### src/rtl/rtc_bus_scheduler_pkg.sv
//==============================================================================
//  Module      : rtc_bus_scheduler_pkg
//  Description : Shared types and constants for the RTC bus scheduler. Holds
//                the sequencer state encoding, the requester indices and the
//                RTC register addresses that the edit and refresh FSMs also use.
//  Revision    : 1.0 - initial release
//==============================================================================
`default_nettype none

package rtc_bus_scheduler_pkg;

    // Sequencer states. The encoding is fixed so waveforms read the same
    // across builds.
    typedef enum logic [2:0] {
        S_IDLE  = 3'd0,
        S_A_SET = 3'd1,
        S_A_STB = 3'd2,
        S_A_HLD = 3'd3,
        S_D_SET = 3'd4,
        S_D_STB = 3'd5,
        S_D_HLD = 3'd6,
        S_DONE  = 3'd7
    } state_t;

    // Requester indices. A lower index wins arbitration.
    localparam int c_num_req     = 3;
    localparam int c_req_irq     = 0;
    localparam int c_req_edit    = 1;
    localparam int c_req_refresh = 2;

    // RTC register map shared with the edit and refresh FSMs.
    localparam logic [7:0] c_rtc_addr_sec     = 8'h21;
    localparam logic [7:0] c_rtc_addr_min     = 8'h22;
    localparam logic [7:0] c_rtc_addr_hour    = 8'h23;
    localparam logic [7:0] c_rtc_addr_day     = 8'h24;
    localparam logic [7:0] c_rtc_addr_month   = 8'h25;
    localparam logic [7:0] c_rtc_addr_year    = 8'h26;
    localparam logic [7:0] c_rtc_addr_status  = 8'h00;
    localparam logic [7:0] c_rtc_addr_irq_ack = 8'hF0;

    // Fixed-priority pick among the request lines. Only meaningful when at
    // least one line is high; an all-zero input falls through to the
    // lowest-priority index, which the caller never latches.
    function automatic logic [1:0] pick_winner(input logic [c_num_req-1:0] req);
        logic [1:0] idx;
        if (req[c_req_irq]) begin
            idx = 2'(c_req_irq);
        end else if (req[c_req_edit]) begin
            idx = 2'(c_req_edit);
        end else begin
            idx = 2'(c_req_refresh);
        end
        return idx;
    endfunction

endpackage

`default_nettype wire

### src/rtl/rtc_bus_scheduler_if.sv
//==============================================================================
//  Module      : rtc_bus_scheduler_if
//  Description : Bundles the requester handshake (req/we/addr/wdata ->
//                rdata/done/busy) and the RTC multiplexed-bus pins
//                (AD, CS, RD, RW, Dato_sal drive/sample) of the scheduler.
//                slave  : scheduler view
//                master : requester / board view
//  Revision    : 1.0 - initial release
//==============================================================================
`default_nettype none

interface rtc_bus_scheduler_if #(
    parameter int ADDR_W = 8,
    parameter int DATA_W = 8
);

    // Requester side
    logic [2:0]          req;
    logic [2:0]          we;
    logic [3*ADDR_W-1:0] addr;
    logic [3*DATA_W-1:0] wdata;
    logic [DATA_W-1:0]   rdata;
    logic [2:0]          done;
    logic                busy;

    // RTC chip side
    logic                AD;
    logic                CS;
    logic                RD;
    logic                RW;
    logic [DATA_W-1:0]   dato_out;
    logic                dato_oe;
    logic [DATA_W-1:0]   dato_in;

    modport slave (
        input  req, we, addr, wdata, dato_in,
        output rdata, done, busy, AD, CS, RD, RW, dato_out, dato_oe
    );

    modport master (
        output req, we, addr, wdata, dato_in,
        input  rdata, done, busy, AD, CS, RD, RW, dato_out, dato_oe
    );

endinterface

`default_nettype wire

### src/rtl/rtc_bus_scheduler_phase_timer.sv
//==============================================================================
//  Module      : rtc_bus_scheduler_phase_timer
//  Description : 4-bit down-counter that times one bus phase. Reloaded with
//                T_PH-1 whenever the sequencer changes state, then counts
//                down; o_phase_end is high in the last cycle of the phase.
//  Ports       : clk, rst         - clock, synchronous active-high reset
//                i_load           - sequencer is changing state this edge
//                o_phase_end      - count has reached zero
//  Revision    : 1.0 - initial release
//==============================================================================
`default_nettype none

module rtc_bus_scheduler_phase_timer #(
    parameter int T_PH = 4
) (
    input  wire  clk,
    input  wire  rst,
    input  logic i_load,
    output logic o_phase_end
);

    localparam logic [3:0] c_load_val = 4'(T_PH - 1);

    logic [3:0] r_cnt;

    always_ff @(posedge clk) begin
        if (rst) begin
            r_cnt <= 4'd0;
        end else if (i_load) begin
            r_cnt <= c_load_val;
        end else if (r_cnt != 4'd0) begin
            r_cnt <= r_cnt - 4'd1;
        end
    end

    assign o_phase_end = (r_cnt == 4'd0);

endmodule

`default_nettype wire

### src/rtl/rtc_bus_scheduler.sv
//==============================================================================
//  Module      : rtc_bus_scheduler
//  Description : Sole master of the RTC multiplexed bus. Arbitrates three
//                requesters (0 = IRQ ack, 1 = edit write, 2 = time refresh
//                read) with fixed priority and runs each access as an
//                address-write cycle followed by a data read or write cycle.
//  Ports       : clk      - system clock
//                reset    - synchronous, active-high
//                bus      - slave modport: req/we/addr/wdata in,
//                           rdata/done/busy out, AD/CS/RD/RW strobes,
//                           dato_out/dato_oe/dato_in for the Dato_sal tristate
//  Parameters  : T_PH (1..15) clocks per bus phase, ADDR_W = DATA_W widths
//  Revision    : 1.0 - initial release
//==============================================================================
`default_nettype none

module rtc_bus_scheduler
    import rtc_bus_scheduler_pkg::*;
#(
    parameter int T_PH   = 4,
    parameter int ADDR_W = 8,
    parameter int DATA_W = 8
) (
    input  wire                clk,
    input  wire                reset,
    rtc_bus_scheduler_if.slave bus
);

    //--------------------------------------------------------------------------
    // State and latched transaction
    //--------------------------------------------------------------------------
    state_t              r_state;
    state_t              w_state_next;
    logic [1:0]          r_idx;
    logic                r_we;
    logic [ADDR_W-1:0]   r_addr;
    logic [DATA_W-1:0]   r_wdata;
    logic [DATA_W-1:0]   r_rdata;

    logic [1:0]          w_win;
    logic                w_grant;
    logic                w_load;
    logic                w_phase_end;

    // Bus outputs, decoded from state
    logic                w_ad;
    logic                w_cs;
    logic                w_rd;
    logic                w_rw;
    logic                w_oe;
    logic [DATA_W-1:0]   w_dout;
    logic [2:0]          w_done;

    assign w_win   = pick_winner(bus.req);
    assign w_grant = (r_state == S_IDLE) && (bus.req != 3'b000);

    // Any state change restarts the phase count, so every timed state lasts
    // exactly T_PH cycles.
    assign w_load = (w_state_next != r_state);

    rtc_bus_scheduler_phase_timer #(
        .T_PH (T_PH)
    ) u_phase_timer (
        .clk         (clk),
        .rst         (reset),
        .i_load      (w_load),
        .o_phase_end (w_phase_end)
    );

    //--------------------------------------------------------------------------
    // State register
    //--------------------------------------------------------------------------
    always_ff @(posedge clk) begin
        if (reset) begin
            r_state <= S_IDLE;
        end else begin
            r_state <= w_state_next;
        end
    end

    //--------------------------------------------------------------------------
    // Next-state logic
    //--------------------------------------------------------------------------
    always_comb begin
        w_state_next = r_state;
        case (r_state)
            S_IDLE:  if (w_grant)     w_state_next = S_A_SET;
            S_A_SET: if (w_phase_end) w_state_next = S_A_STB;
            S_A_STB: if (w_phase_end) w_state_next = S_A_HLD;
            S_A_HLD: if (w_phase_end) w_state_next = S_D_SET;
            S_D_SET: if (w_phase_end) w_state_next = S_D_STB;
            S_D_STB: if (w_phase_end) w_state_next = S_D_HLD;
            S_D_HLD: if (w_phase_end) w_state_next = S_DONE;
            S_DONE:                   w_state_next = S_IDLE;
            default:                  w_state_next = S_IDLE;
        endcase
    end

    //--------------------------------------------------------------------------
    // Transaction latch: only the copy taken at grant is used afterwards, so
    // requesters may change or drop their inputs once granted.
    //--------------------------------------------------------------------------
    always_ff @(posedge clk) begin
        if (reset) begin
            r_idx   <= 2'd0;
            r_we    <= 1'b0;
            r_addr  <= '0;
            r_wdata <= '0;
        end else if (w_grant) begin
            r_idx   <= w_win;
            r_we    <= bus.we[w_win];
            r_addr  <= bus.addr[w_win*ADDR_W +: ADDR_W];
            r_wdata <= bus.wdata[w_win*DATA_W +: DATA_W];
        end
    end

    // Read data is sampled at the end of the strobe, when the chip has had
    // the full phase to drive Dato_sal, and held until the next read.
    always_ff @(posedge clk) begin
        if (reset) begin
            r_rdata <= '0;
        end else if ((r_state == S_D_STB) && w_phase_end && !r_we) begin
            r_rdata <= bus.dato_in;
        end
    end

    //--------------------------------------------------------------------------
    // Output decode. Strobes are released in the HLD phases while the bus
    // value is still driven, giving the chip hold time. On reads the bus is
    // released from D_SET onwards so the chip never fights dato_out.
    //--------------------------------------------------------------------------
    always_comb begin
        w_ad   = 1'b1;
        w_cs   = 1'b1;
        w_rd   = 1'b1;
        w_rw   = 1'b1;
        w_oe   = 1'b0;
        w_dout = '0;
        w_done = 3'b000;
        case (r_state)
            S_A_SET: begin
                w_ad   = 1'b0;
                w_oe   = 1'b1;
                w_dout = r_addr;
            end
            S_A_STB: begin
                w_ad   = 1'b0;
                w_cs   = 1'b0;
                w_rw   = 1'b0;
                w_oe   = 1'b1;
                w_dout = r_addr;
            end
            S_A_HLD: begin
                w_ad   = 1'b0;
                w_oe   = 1'b1;
                w_dout = r_addr;
            end
            S_D_SET, S_D_HLD: begin
                if (r_we) begin
                    w_oe   = 1'b1;
                    w_dout = r_wdata;
                end
            end
            S_D_STB: begin
                w_cs = 1'b0;
                if (r_we) begin
                    w_rw   = 1'b0;
                    w_oe   = 1'b1;
                    w_dout = r_wdata;
                end else begin
                    w_rd = 1'b0;
                end
            end
            S_DONE: begin
                w_done = 3'b001 << r_idx;
            end
            default: begin
                w_ad = 1'b1;
            end
        endcase
    end

    assign bus.AD       = w_ad;
    assign bus.CS       = w_cs;
    assign bus.RD       = w_rd;
    assign bus.RW       = w_rw;
    assign bus.dato_oe  = w_oe;
    assign bus.dato_out = w_dout;
    assign bus.done     = w_done;
    assign bus.busy     = (r_state != S_IDLE);
    assign bus.rdata    = r_rdata;

endmodule

`default_nettype wire

### src/flat_wrapper.sv
// flat-port wrapper written by rule: the top's interface ports become plain ports
module rtc_bus_scheduler_flat import rtc_bus_scheduler_pkg::*;
#(
    parameter int T_PH   = 4,
    parameter int ADDR_W = 8,
    parameter int DATA_W = 8
)
  (clk, reset, bus_req, bus_we, bus_addr, bus_wdata, bus_dato_in, bus_rdata, bus_done, bus_busy, bus_AD, bus_CS, bus_RD, bus_RW, bus_dato_out, bus_dato_oe);
  rtc_bus_scheduler_if #(.ADDR_W(ADDR_W), .DATA_W(DATA_W)) bus_i ();
  input  wire clk;
  input  wire reset;
  input wire logic [$bits(bus_i.req)-1:0] bus_req;
  input wire logic [$bits(bus_i.we)-1:0] bus_we;
  input wire logic [$bits(bus_i.addr)-1:0] bus_addr;
  input wire logic [$bits(bus_i.wdata)-1:0] bus_wdata;
  input wire logic [$bits(bus_i.dato_in)-1:0] bus_dato_in;
  output wire logic [$bits(bus_i.rdata)-1:0] bus_rdata;
  output wire logic [$bits(bus_i.done)-1:0] bus_done;
  output wire logic [$bits(bus_i.busy)-1:0] bus_busy;
  output wire logic [$bits(bus_i.AD)-1:0] bus_AD;
  output wire logic [$bits(bus_i.CS)-1:0] bus_CS;
  output wire logic [$bits(bus_i.RD)-1:0] bus_RD;
  output wire logic [$bits(bus_i.RW)-1:0] bus_RW;
  output wire logic [$bits(bus_i.dato_out)-1:0] bus_dato_out;
  output wire logic [$bits(bus_i.dato_oe)-1:0] bus_dato_oe;
  assign bus_i.req = bus_req;
  assign bus_i.we = bus_we;
  assign bus_i.addr = bus_addr;
  assign bus_i.wdata = bus_wdata;
  assign bus_i.dato_in = bus_dato_in;
  assign bus_rdata = bus_i.rdata;
  assign bus_done = bus_i.done;
  assign bus_busy = bus_i.busy;
  assign bus_AD = bus_i.AD;
  assign bus_CS = bus_i.CS;
  assign bus_RD = bus_i.RD;
  assign bus_RW = bus_i.RW;
  assign bus_dato_out = bus_i.dato_out;
  assign bus_dato_oe = bus_i.dato_oe;
  rtc_bus_scheduler #(.T_PH(T_PH), .ADDR_W(ADDR_W), .DATA_W(DATA_W)) u_core (.clk(clk), .reset(reset), .bus(bus_i));
endmodule
### config.mk
export PLATFORM = sky130hd
export DESIGN_NAME = rtc_bus_scheduler_flat
export DESIGN_NICKNAME = d
export VERILOG_FILES = /design/src/rtl/rtc_bus_scheduler_pkg.sv /design/src/rtl/rtc_bus_scheduler_if.sv /design/src/rtl/rtc_bus_scheduler_phase_timer.sv /design/src/rtl/rtc_bus_scheduler.sv /design/src/flat_wrapper.sv
export SDC_FILE = /design/constraint.sdc
export NUM_CORES = 1
export LEC_CHECK = 0
export ABC_CLOCK_PERIOD_IN_PS = 2500
export CORE_MARGIN = 1.5
export CORE_UTILIZATION = 40
export DETAILED_ROUTE_END_ITERATION = 8
export PLACE_DENSITY = 0.78
export SETUP_SLACK_MARGIN = 0.5
export SYNTH_ARGS = -nofsm -noshare
export SYNTH_HDL_FRONTEND = slang
export SYNTH_SLANG_ARGS = --single-unit
### constraint.sdc
create_clock -name clk -period 2.5 [get_ports clk]
set_clock_uncertainty 0.1 [all_clocks]
set_input_delay 0.5 -clock clk [delete_from_list [all_inputs] [get_ports clk]]
set_output_delay 0.5 -clock clk [all_outputs]
set_load 0.1 [all_outputs]
==> results of run 1 <==
cells in the mapped netlist, types with 3 or more instances:
library cell  number  share of area
nand2_1            4         0.0076
nor2_1             6          0.011
o21ai_0            9          0.023
nand2b_1          17          0.054
buf_6              3          0.017
dfxtp_1           34           0.35
nor3_1             4          0.010
o21ai_1           20          0.051
buf_2             12          0.031
nor3b_1            4          0.015
mux2_1             8          0.046
mux2_2            10          0.057
nand3_1            9          0.023
clkbuf_1           9          0.017
a22o_1             8          0.036
inv_1              4         0.0076
o2111ai_1         17          0.076
a21oi_1           29          0.074
final cells by class:
| class | count | share of cell area |
|---|---|---|
| multi-input combinational | 168 | 0.389 |
| timing repair buffer | 111 | 0.349 |
| sequential | 34 | 0.202 |
| clock buffer | 7 | 0.0251 |
| tap | 67 | 0.0244 |
| inverter | 6 | 0.00802 |
| clock inverter | 1 | 0.00146 |
| timing repair inverter | 1 | 0.00146 |
how the worst max path moves through the flow:
| stage | depth (start not counted) | endpoint |
|---|---|---|
| detailed placement | 4 | u_core.u_phase_timer.r_cnt[0]$_SDFFE_PP0P_ |
| global placement | 4 | u_core.u_phase_timer.r_cnt[1]$_SDFFE_PP0P_ |
| global route | 5 | bus_dato_out[3] |
| floorplan | 4 | bus_RW |
| finish | 5 | bus_dato_out[4] |
| CTS | 4 | bus_RW |
layer usage:
metal | up-vias | global-route usage | part of all wire
met5 | - | 0 | 0
met4 | 0 | 0.0860 | 0.017
li1 | 1059 | - | -
met3 | 11 | 0.0497 | 0.056
met1 | 1031 | 0.301 | 0.42
met2 | 77 | 0.382 | 0.50
logic make-up (layout without fill, tap and decap cells):
| logic type | after synthesis | count (layout) | share of synthesized area |
|---|---|---|---|
| AOI/OAI and AO/OA | 91 | 91 | 0.294 |
| adders and majority gates | 1 | 1 | 0.00636 |
| buffers and inverters | 30 | 126 | 0.0763 |
| DFF | 34 | 34 | 0.346 |
| muxes | 20 | 20 | 0.113 |
| and+or+nand+nor | 55 | 56 | 0.165 |
state kept, by name (all words and copies together), names as in the netlist:
register and flops:
u_core.r_addr 8, u_core.r_we 1, u_core.r_idx 2, u_core.r_state 3, u_core.r_wdata 8, u_core.bus.rdata 8, u_core.u_phase_timer.r_cnt 4
through the flow:
stage                     area [um^2]  worst slack, ns
after floorplan                  2130            0.326
after global placement           3180            0.209
after detailed placement         3180            0.151
after CTS                        3330            0.458
after global routing             3430            0.416
final                            3430            0.455
worst max-delay path, cell delays in order (launching register included):
cell and delay (ns):
dfxtp_4 0.38, nor2_2 0.13, nor2_2 0.05, buf_6 0.15
a22o_4 0.27, buf_12 0.16
what timing repair did:
item | CTS | global route
pin swaps | 2 | 3
setup buffers | 3 | 9
endpoints found under the setup margin | 19 | 18
resized for setup | 11 | 12
gates cloned | 1 | 1
power groups by stage:
stage / Clock, uW / Sequential [uW] / Combinational [uW]
CTS: 430 / 647 / 775
finish: 427 / 648 / 835
global placement: 0 / 658 / 746
detailed placement: 0 / 661 / 755
floorplan: 0 / 638 / 503
global route: 454 / 654 / 878
==> results.yml, run 1 <==
worst_setup_path:
  critPathCaptureType: "output port"
  arrival_ns: 1.45
  start_kind: "flip-flop"
  r2r-start: "u_core.u_phase_timer.r_cnt[0]$_SDFFE_PP0P_"
  r2r-end: "u_core.r_state[2]$_SDFF_PP0_"
  critical_path_required_ns: 1.90
  worstSetupPathType: "flip-flop to output port"
  cp-startpoint: "u_core.r_state[0]$_SDFF_PP0_"
  reg2reg_depth: 5
  reg2reg_setup_slack_ns: 0.70
  crit_fanout: 10
detailed_routing:
  ant_nets: 0
  detail_route.first_pass.iterations: 4
  totalWireLength_um: 6430
  drtIter0Drc: 149
  route.vias.total: 2178
  routed_via_density: 5.51
  drc: 0
  routedWlPerCell_um: 16.3
clocking:
  holdBufCountCts: 0
  path_clk_slew_ns: 0.07
  clk_latency_ns: 0.29
  cts_tree: "built"
  clkSinkCount: 34
  cts_buffer_depth: 2
  cts_buffers: 5
  ctsRootBufferMaster: "clkbuf_8"
  cts_max_level: 2
cells_and_area:
  stdcell_count: 395
  syn_to_final_growth_pct: 74.4
  nets: 392
  final_common_cell: "clkdlybuf4s50_1"
  regArea_um2: 692
  multi_input_area_um2: 1340
  antenna_cells: 0
  finish.utilization: 0.727
  drive_gt1_frac: 0.296
  fill_cells: 355
  final_cell_mix: "63 x clkdlybuf4s50_1, 31 x dfxtp_1, 30 x buf_4, 28 x a21oi_1, 20 x o21ai_1"
power_and_ir_drop:
  peakVddDrop_v: 0.000293
  pwr-share-comb: 0.437
  power_leakage_uw: 0.00129
  p_seq_frac: 0.339
  swShare: 0.375
  p_sw_uw: 717
  cellPowerDensity_nw_per_um2: 557
  pwr-share-clk: 0.224
  power_uw: 1910
  p_int_uw: 1190
hold_path:
  hold_path_class: "flip-flop to flip-flop"
  min_from: "u_core.bus.rdata[4]$_SDFFE_PP0P_"
  holdPathEnd: "u_core.bus.rdata[4]$_SDFFE_PP0P_"
  min_path_cells: 2
placement:
  hpwl_um: 4320
  dp.cells: 373
  io_buffer_count: 88
  gp_congestion: 0.841
logic_synthesis:
  synth_warnings: 0
  syn_area_um2: 1970
  seq_area_frac_synth: 0.346
  synth_cell_types: 35
  async_reset_ff_frac: 0
  ys_ff_latch: 34
  synth_flop_cell: "dfxtp_1"
  synth_edf_count: 0
  synth_area_per_cell_um2: 8.52
  synthCells: 231
  syn-num-nets: 296
die:
  core_region_area_um2: 4720
  die_x_um: 73.1
  start_util: 0.417
  dieArea_um2: 5350
  rows: 25
  die_h_um: 73.1
  io_pins: 89
sta:
  fmax_mhz: 489
  rsz0062_at_grt: "true"
  finalCriticalPeriod_ns: 2.05
  period_share: 0.818
  setup_viol: 0
  drv_slew: 0
  relSlewSlack: 0.683
  tightest_slew_ns: 0.474
  fin_worst_hold_slack_ns: 0.386
  hold_viol_final: 0
  tns_ns: 0
grt:
  antenna_found_initial: 0
  grt_overflow: 0
  grt_pass1_vias: 2005
  grt_use_total: 0.233
  grt_first_pass_wirelength_um: 9670
  grt_max_degree: 38
status:
  status: "completed"
run:
  max-cap-violations: 0
Power figures use the tool's default switching activity.
==> run 2, diff against run 1 <==
--- a/config.mk
+++ b/config.mk
@@ -5,7 +5,7 @@
 export SDC_FILE = /design/constraint.sdc
 export NUM_CORES = 1
 export LEC_CHECK = 0
-export ABC_CLOCK_PERIOD_IN_PS = 2500
+export ABC_CLOCK_PERIOD_IN_PS = 2100
 export CORE_MARGIN = 1.5
 export CORE_UTILIZATION = 40
 export DETAILED_ROUTE_END_ITERATION = 8
==> constraint.sdc (replaced) <==
create_clock -name clk -period 2.1 [get_ports clk]
set_clock_uncertainty 0.1 [all_clocks]
set_input_delay 0.42 -clock clk [delete_from_list [all_inputs] [get_ports clk]]
set_output_delay 0.42 -clock clk [all_outputs]
set_load 0.1 [all_outputs]
==> results.yml, run 2 (synthesis results as in run 1) <==
detailed_routing:
  route.vias.total: 2351
  totalWireLength_um: 7760
  drc: 0
  drtIter0Drc: 135
  detail_route.first_pass.iterations: 4
  routed_via_density: 5.71
  ant_nets: 0
  routedWlPerCell_um: 18.8
placement:
  gp_congestion: 0.815
  hpwl_um: 4570
  io_buffer_count: 88
  dp.cells: 378
  placed_area_um2: 3250
  post-place-ws_ns: -0.0496
clocking:
  cts_max_level: 2
  ctsRootBufferMaster: "clkbuf_8"
  clk_latency_ns: 0.29
  clkSinkCount: 34
  cts_tree: "built"
  path_clk_slew_ns: 0.08
  cts_buffers: 5
  cts_buffer_depth: 2
worst_setup_path:
  critPathCaptureType: "output port"
  arrival_ns: 1.49
  r2r-end: "u_core.r_wdata[2]$_SDFFE_PP0P_"
  critical_path_required_ns: 1.58
  cp-startpoint: "u_core.r_state[0]$_SDFF_PP0_"
  r2r-start: "u_core.r_state[0]$_SDFF_PP0_"
  reg2reg_setup_slack_ns: 0.40
  worstSetupPathType: "flip-flop to output port"
  crit_path_end: "bus_RW"
  crit_fanout: 6
  reg2reg_depth: 7
  start_kind: "flip-flop"
sta:
  hold_viol_final: 0
  period_share: 0.956
  setup_viol: 0
  rsz0062_at_grt: "true"
  finalCriticalPeriod_ns: 2.01
  setup_ws_ns: 0.0916
  tns_ns: 0
  tightest_slew_ns: 0.360
  fmax_mhz: 498
  drv_slew: 0
  relSlewSlack: 0.759
grt:
  grt_use_total: 0.258
  grt_max_degree: 24
  grt_pass1_vias: 2209
  antenna_found_initial: 0
  grt_overflow: 0
  grt_first_pass_wirelength_um: 10600
cells_and_area:
  syn_to_final_growth_pct: 93.3
  antenna_cells: 0
  multi_input_area_um2: 1430
  final_common_cell: "clkdlybuf4s50_1"
  fill_cells: 293
  fin_area_um2: 3800
  drive_gt1_frac: 0.394
  regArea_um2: 697
  final_cell_mix: "60 x clkdlybuf4s50_1, 34 x buf_4, 29 x dfxtp_1, 24 x a21oi_1, 19 x buf_12"
  stdcell_count: 412
  nets: 409
power_and_ir_drop:
  cellPowerDensity_nw_per_um2: 705
  power_uw: 2680
  peakVddDrop_v: 0.000449
  power_leakage_uw: 0.00144
die:
  start_util: 0.417
  die_x_um: 73.1
  dieArea_um2: 5350
  io_pins: 89
  core_region_area_um2: 4720
  die_h_um: 73.1
  rows: 25
status:
  status: "completed"
run:
  max-cap-violations: 0
hold_path:
  hold_path_class: "flip-flop to flip-flop"
==> run 2: cell count changes in the layout (fill, tap and decap cells not counted), sizes merged, moves of 3 or more <==
cell / previous run / this run
dlygate4sd2: 0 / 3
buf: 48 / 65
clkdlybuf4s50: 63 / 60
bufinv: 0 / 3
==> run 2: power by group <==
part	internal [uW]	leakage (uW)	switching, uW
clock	506	0.0000714	243
combinational	541	0.00109	620
sequential	707	0.000281	63.8
==> run 2: metrics by stage <==
step	hold slack, ns	utilization
floorplan	0.352	-
global placement	0.367	0.689
detailed placement	0.376	0.689
CTS	0.386	0.759
global route	0.387	0.806
finish	0.365	0.806
==> run 2: critical path, stage by stage (launching register included) <==
cell     delay [ns]
dfxtp_4        0.38
buf_6          0.14
nor3b_4        0.22
a21oi_4        0.05
or2_4          0.24
buf_12         0.16
==> run 2: worst min-delay path by stage <==
| stage | start | to | slack, ns | cells past startpoint |
|---|---|---|---|---|
| after floorplan | u_core.u_phase_timer.r_cnt[0]$_SDFFE_PP0P_ | u_core.u_phase_timer.r_cnt[0]$_SDFFE_PP0P_ | 0.35 | 1 |
| after global placement | u_core.bus.rdata[0]$_SDFFE_PP0P_ | u_core.bus.rdata[0]$_SDFFE_PP0P_ | 0.37 | 2 |
| after detailed placement | u_core.bus.rdata[1]$_SDFFE_PP0P_ | u_core.bus.rdata[1]$_SDFFE_PP0P_ | 0.38 | 2 |
| after CTS | u_core.bus.rdata[1]$_SDFFE_PP0P_ | u_core.bus.rdata[1]$_SDFFE_PP0P_ | 0.39 | 2 |
| after global routing | u_core.bus.rdata[7]$_SDFFE_PP0P_ | u_core.bus.rdata[7]$_SDFFE_PP0P_ | 0.39 | 2 |
| final | u_core.bus.rdata[7]$_SDFFE_PP0P_ | u_core.bus.rdata[7]$_SDFFE_PP0P_ | 0.36 | 2 |
==> run 2: cell type report <==
type,count,area share
multi-input combinational,167,0.375
timing repair buffer,128,0.368
sequential,34,0.183
tap,67,0.0220
clock buffer,6,0.0217
clock inverter,2,0.0158
inverter,6,0.0118
timing repair inverter,2,0.00263
==> run 2: layer usage <==
metal  global-route usage  share of wire  vias to the layer above
li1                     -              -                     1092
met1                0.312           0.40                     1148
met2                0.437           0.52                       97
met3               0.0663          0.065                       14
met4               0.0964          0.019                        0
met5                    0              0                        -
==> run 2: timing repair <==
action,in CTS,in global routing
gates resized for setup,27,32
setup endpoints to repair,39,39
hold buffers,0,0
cloned,2,2
setup buffers,11,11
pin swaps,8,9
==> run 3, diff against run 2 <==
--- a/config.mk
+++ b/config.mk
@@ -5,11 +5,12 @@
 export SDC_FILE = /design/constraint.sdc
 export NUM_CORES = 1
 export LEC_CHECK = 0
+export ABC_AREA = 1
 export ABC_CLOCK_PERIOD_IN_PS = 2100
 export CORE_MARGIN = 1.5
-export CORE_UTILIZATION = 40
+export CORE_UTILIZATION = 39
 export DETAILED_ROUTE_END_ITERATION = 8
-export PLACE_DENSITY = 0.78
+export PLACE_DENSITY = 0.8
 export SETUP_SLACK_MARGIN = 0.5
 export SYNTH_ARGS = -nofsm -noshare
 export SYNTH_HDL_FRONTEND = slang
==> results.yml, run 3 <==
status:
  status: "completed"
logic_synthesis:
  async_reset_ff_frac: 0
  synth_flop_cell: "dfxtp_1"
  synth_edf_count: 0
  yosysTopAreaCellShare: 0.402
  seq_area_frac_synth: 0.402
  synth_common_cells: "38 x nand2_1, 34 x dfxtp_1, 25 x nor2_1"
  synth_area_per_cell_um2: 7.45
  ys_ff_latch: 34
  synth_warnings: 0
  synth_cell_types: 25
  synthTopCellsByArea: "dfxtp_1 40%, nand2_1 8.4%, a22oi_1 6.7%"
  syn_area_um2: 1690
  syn-num-nets: 292
  synthCells: 227
  yosys.cell_count.top_type: "nand2_1"
  synth_largest_area_cell: "dfxtp_1"
detailed_routing:
  routedWlPerCell_um: 16.6
  totalWireLength_um: 6470
  routed_via_density: 5.49
  ant_nets: 0
  drtIter0Drc: 120
  drc: 0
  detail_route.first_pass.iterations: 4
  route.vias.total: 2135
worst_setup_path:
  critPathMaxStageDelay_ns: 0.39
  critPathCaptureType: "output port"
  worst-path-buf-inv: 3
  cp-startpoint: "u_core.r_state[1]$_SDFF_PP0_"
  crit_fanout: 5
  path_delay_family: "flip-flops"
  critical_path_required_ns: 1.58
  cpMaxStageDelayCell: "dfxtp_4"
  r2r-end: "u_core.r_wdata[6]$_SDFFE_PP0P_"
  reg2reg_setup_slack_ns: 0.30
  crit_chain: "nand2_2 > inv_2 > nor2_4 > buf_6 > a32o_2 > buf_12"
  reg2reg_depth: 9
  r2r-start: "u_core.r_state[0]$_SDFF_PP0_"
  worstSetupPathType: "flip-flop to output port"
  start_kind: "flip-flop"
  arrival_ns: 1.45
hold_path:
  holdPathEnd: "u_core.bus.rdata[1]$_SDFFE_PP0P_"
  hold_path_class: "flip-flop to flip-flop"
  min_path_cells: 2
  min_from: "u_core.bus.rdata[1]$_SDFFE_PP0P_"
cells_and_area:
  finish.utilization: 0.809
  fin_area_um2: 3300
  fill_cells: 246
  antenna_cells: 0
  final_cell_mix: "62 x clkdlybuf4s50_1, 33 x nand2_1, 30 x dfxtp_1, 22 x buf_4, 20 x buf_12"
  final_common_cell: "clkdlybuf4s50_1"
  drive_gt1_frac: 0.310
  syn_to_final_growth_pct: 95.3
  nets: 404
  stdcell_count: 389
clocking:
  clk_latency_ns: 0.29
  cts_buffers: 5
  path_clk_slew_ns: 0.07
  cts_max_level: 2
  holdBufCountCts: 0
  clkSinkCount: 34
  cts_tree: "built"
  cts_buffer_depth: 2
  ctsRootBufferMaster: "clkbuf_8"
die:
  start_util: 0.414
  die_x_um: 68.9
  io_pins: 89
  die_h_um: 68.9
  rows: 23
  dieArea_um2: 4740
  core_region_area_um2: 4090
sta:
  finalCriticalPeriod_ns: 1.97
  tightest_slew_ns: 0.322
  hold_viol_final: 0
  tns_ns: 0
  fmax_mhz: 507
  period_share: 0.939
  drv_slew: 0
  setup_viol: 0
  rsz0062_at_grt: "true"
  relSlewSlack: 0.786
placement:
  gp_congestion: 0.740
  hpwl_um: 4000
  io_buffer_count: 88
  dp.cells: 363
  placed_area_um2: 2940
grt:
  grt_use_total: 0.284
  grt_max_degree: 27
  antenna_found_initial: 0
  grt_pass1_vias: 2105
  grt_overflow: 0
  grt_first_pass_wirelength_um: 9690
run:
  max-cap-violations: 0
power_and_ir_drop:
  power_leakage_uw: 0.00144
  cellPowerDensity_nw_per_um2: 1180
  peakVddDrop_v: 0.000659
==> run 3: changes by cell type after synthesis, sizes merged, moves of 18 or more <==
cell / before / now
nand2: 4 / 40
mux2: 18 / 0
a21oi: 29 / 7
nor2: 6 / 28
==> run 3: metrics by stage <==
stage               power (uW)  setup WS [ns]  hold slack [ns]
global route              4060         0.0924            0.436
global placement          2910          0.257            0.398
detailed placement        2950          0.197            0.409
floorplan                 2260         0.0821            0.379
CTS                       3710          0.154            0.420
finish                    3880          0.129            0.422
==> run 3: logic make-up after synthesis <==
logic type	share of synthesized area
simple gates	0.197
compound gates	0.294
buf+inv	0.0828
flops	0.402
xor+xnor	0.0155
fa+ha+maj	0.00740
==> run 3: report_power, final <==
part / total [uW] / switching (uW) / internal, uW / leakage (uW)
Combinational: 2420 / 1390 / 1030 / 0.00112
Clock: 489 / 230 / 260 / 0.0000443
Sequential: 975 / 154 / 821 / 0.000282
==> run 3: worst max-delay path by stage <==
stage / to / slack (ns) / depth (start not counted)
2_1_floorplan: bus_dato_oe / 0.08 / 4
3_3_place_gp: u_core.r_addr[3]$_SDFFE_PP0P_ / 0.26 / 6
3_5_place_dp: u_core.r_addr[5]$_SDFFE_PP0P_ / 0.20 / 6
4_1_cts: bus_dato_out[3] / 0.15 / 6
5_1_grt: bus_dato_out[6] / 0.09 / 6
6_report: bus_dato_out[6] / 0.13 / 6
==> run 3: layer usage <==
| layer | part of all wire | GRT usage |
|---|---|---|
| met5 | 0 | 0 |
| met4 | 0.031 | 0.174 |
| met3 | 0.062 | 0.0909 |
| met2 | 0.54 | 0.493 |
| met1 | 0.37 | 0.296 |
==> run 3: tightest hold or removal path, delay by kind of cell, from the launching register on <==
family	cells	cell delay (ns)
DFF	1	0.32
AOI/OAI and AO/OA	1	0.08
and+or+nand+nor	1	0.08
==> run 3: area by class of cell <==
class,count,area [um^2],area share
Timing Repair Buffer,116,1350,0.409
Multi-Input combinational cell,159,1020,0.307
Sequential cell,34,693,0.210
Inverter,23,95.1,0.0288
Clock buffer,7,86.3,0.0261
Tap cell,50,62.6,0.0189
==> run 3: timing repair <==
action / in CTS / in global routing
pin swaps: 15 / 9
buffers inserted: 9 / 7
cloned: 3 / 0
endpoints found under the setup margin: 23 / 47
resized for setup: 18 / 16
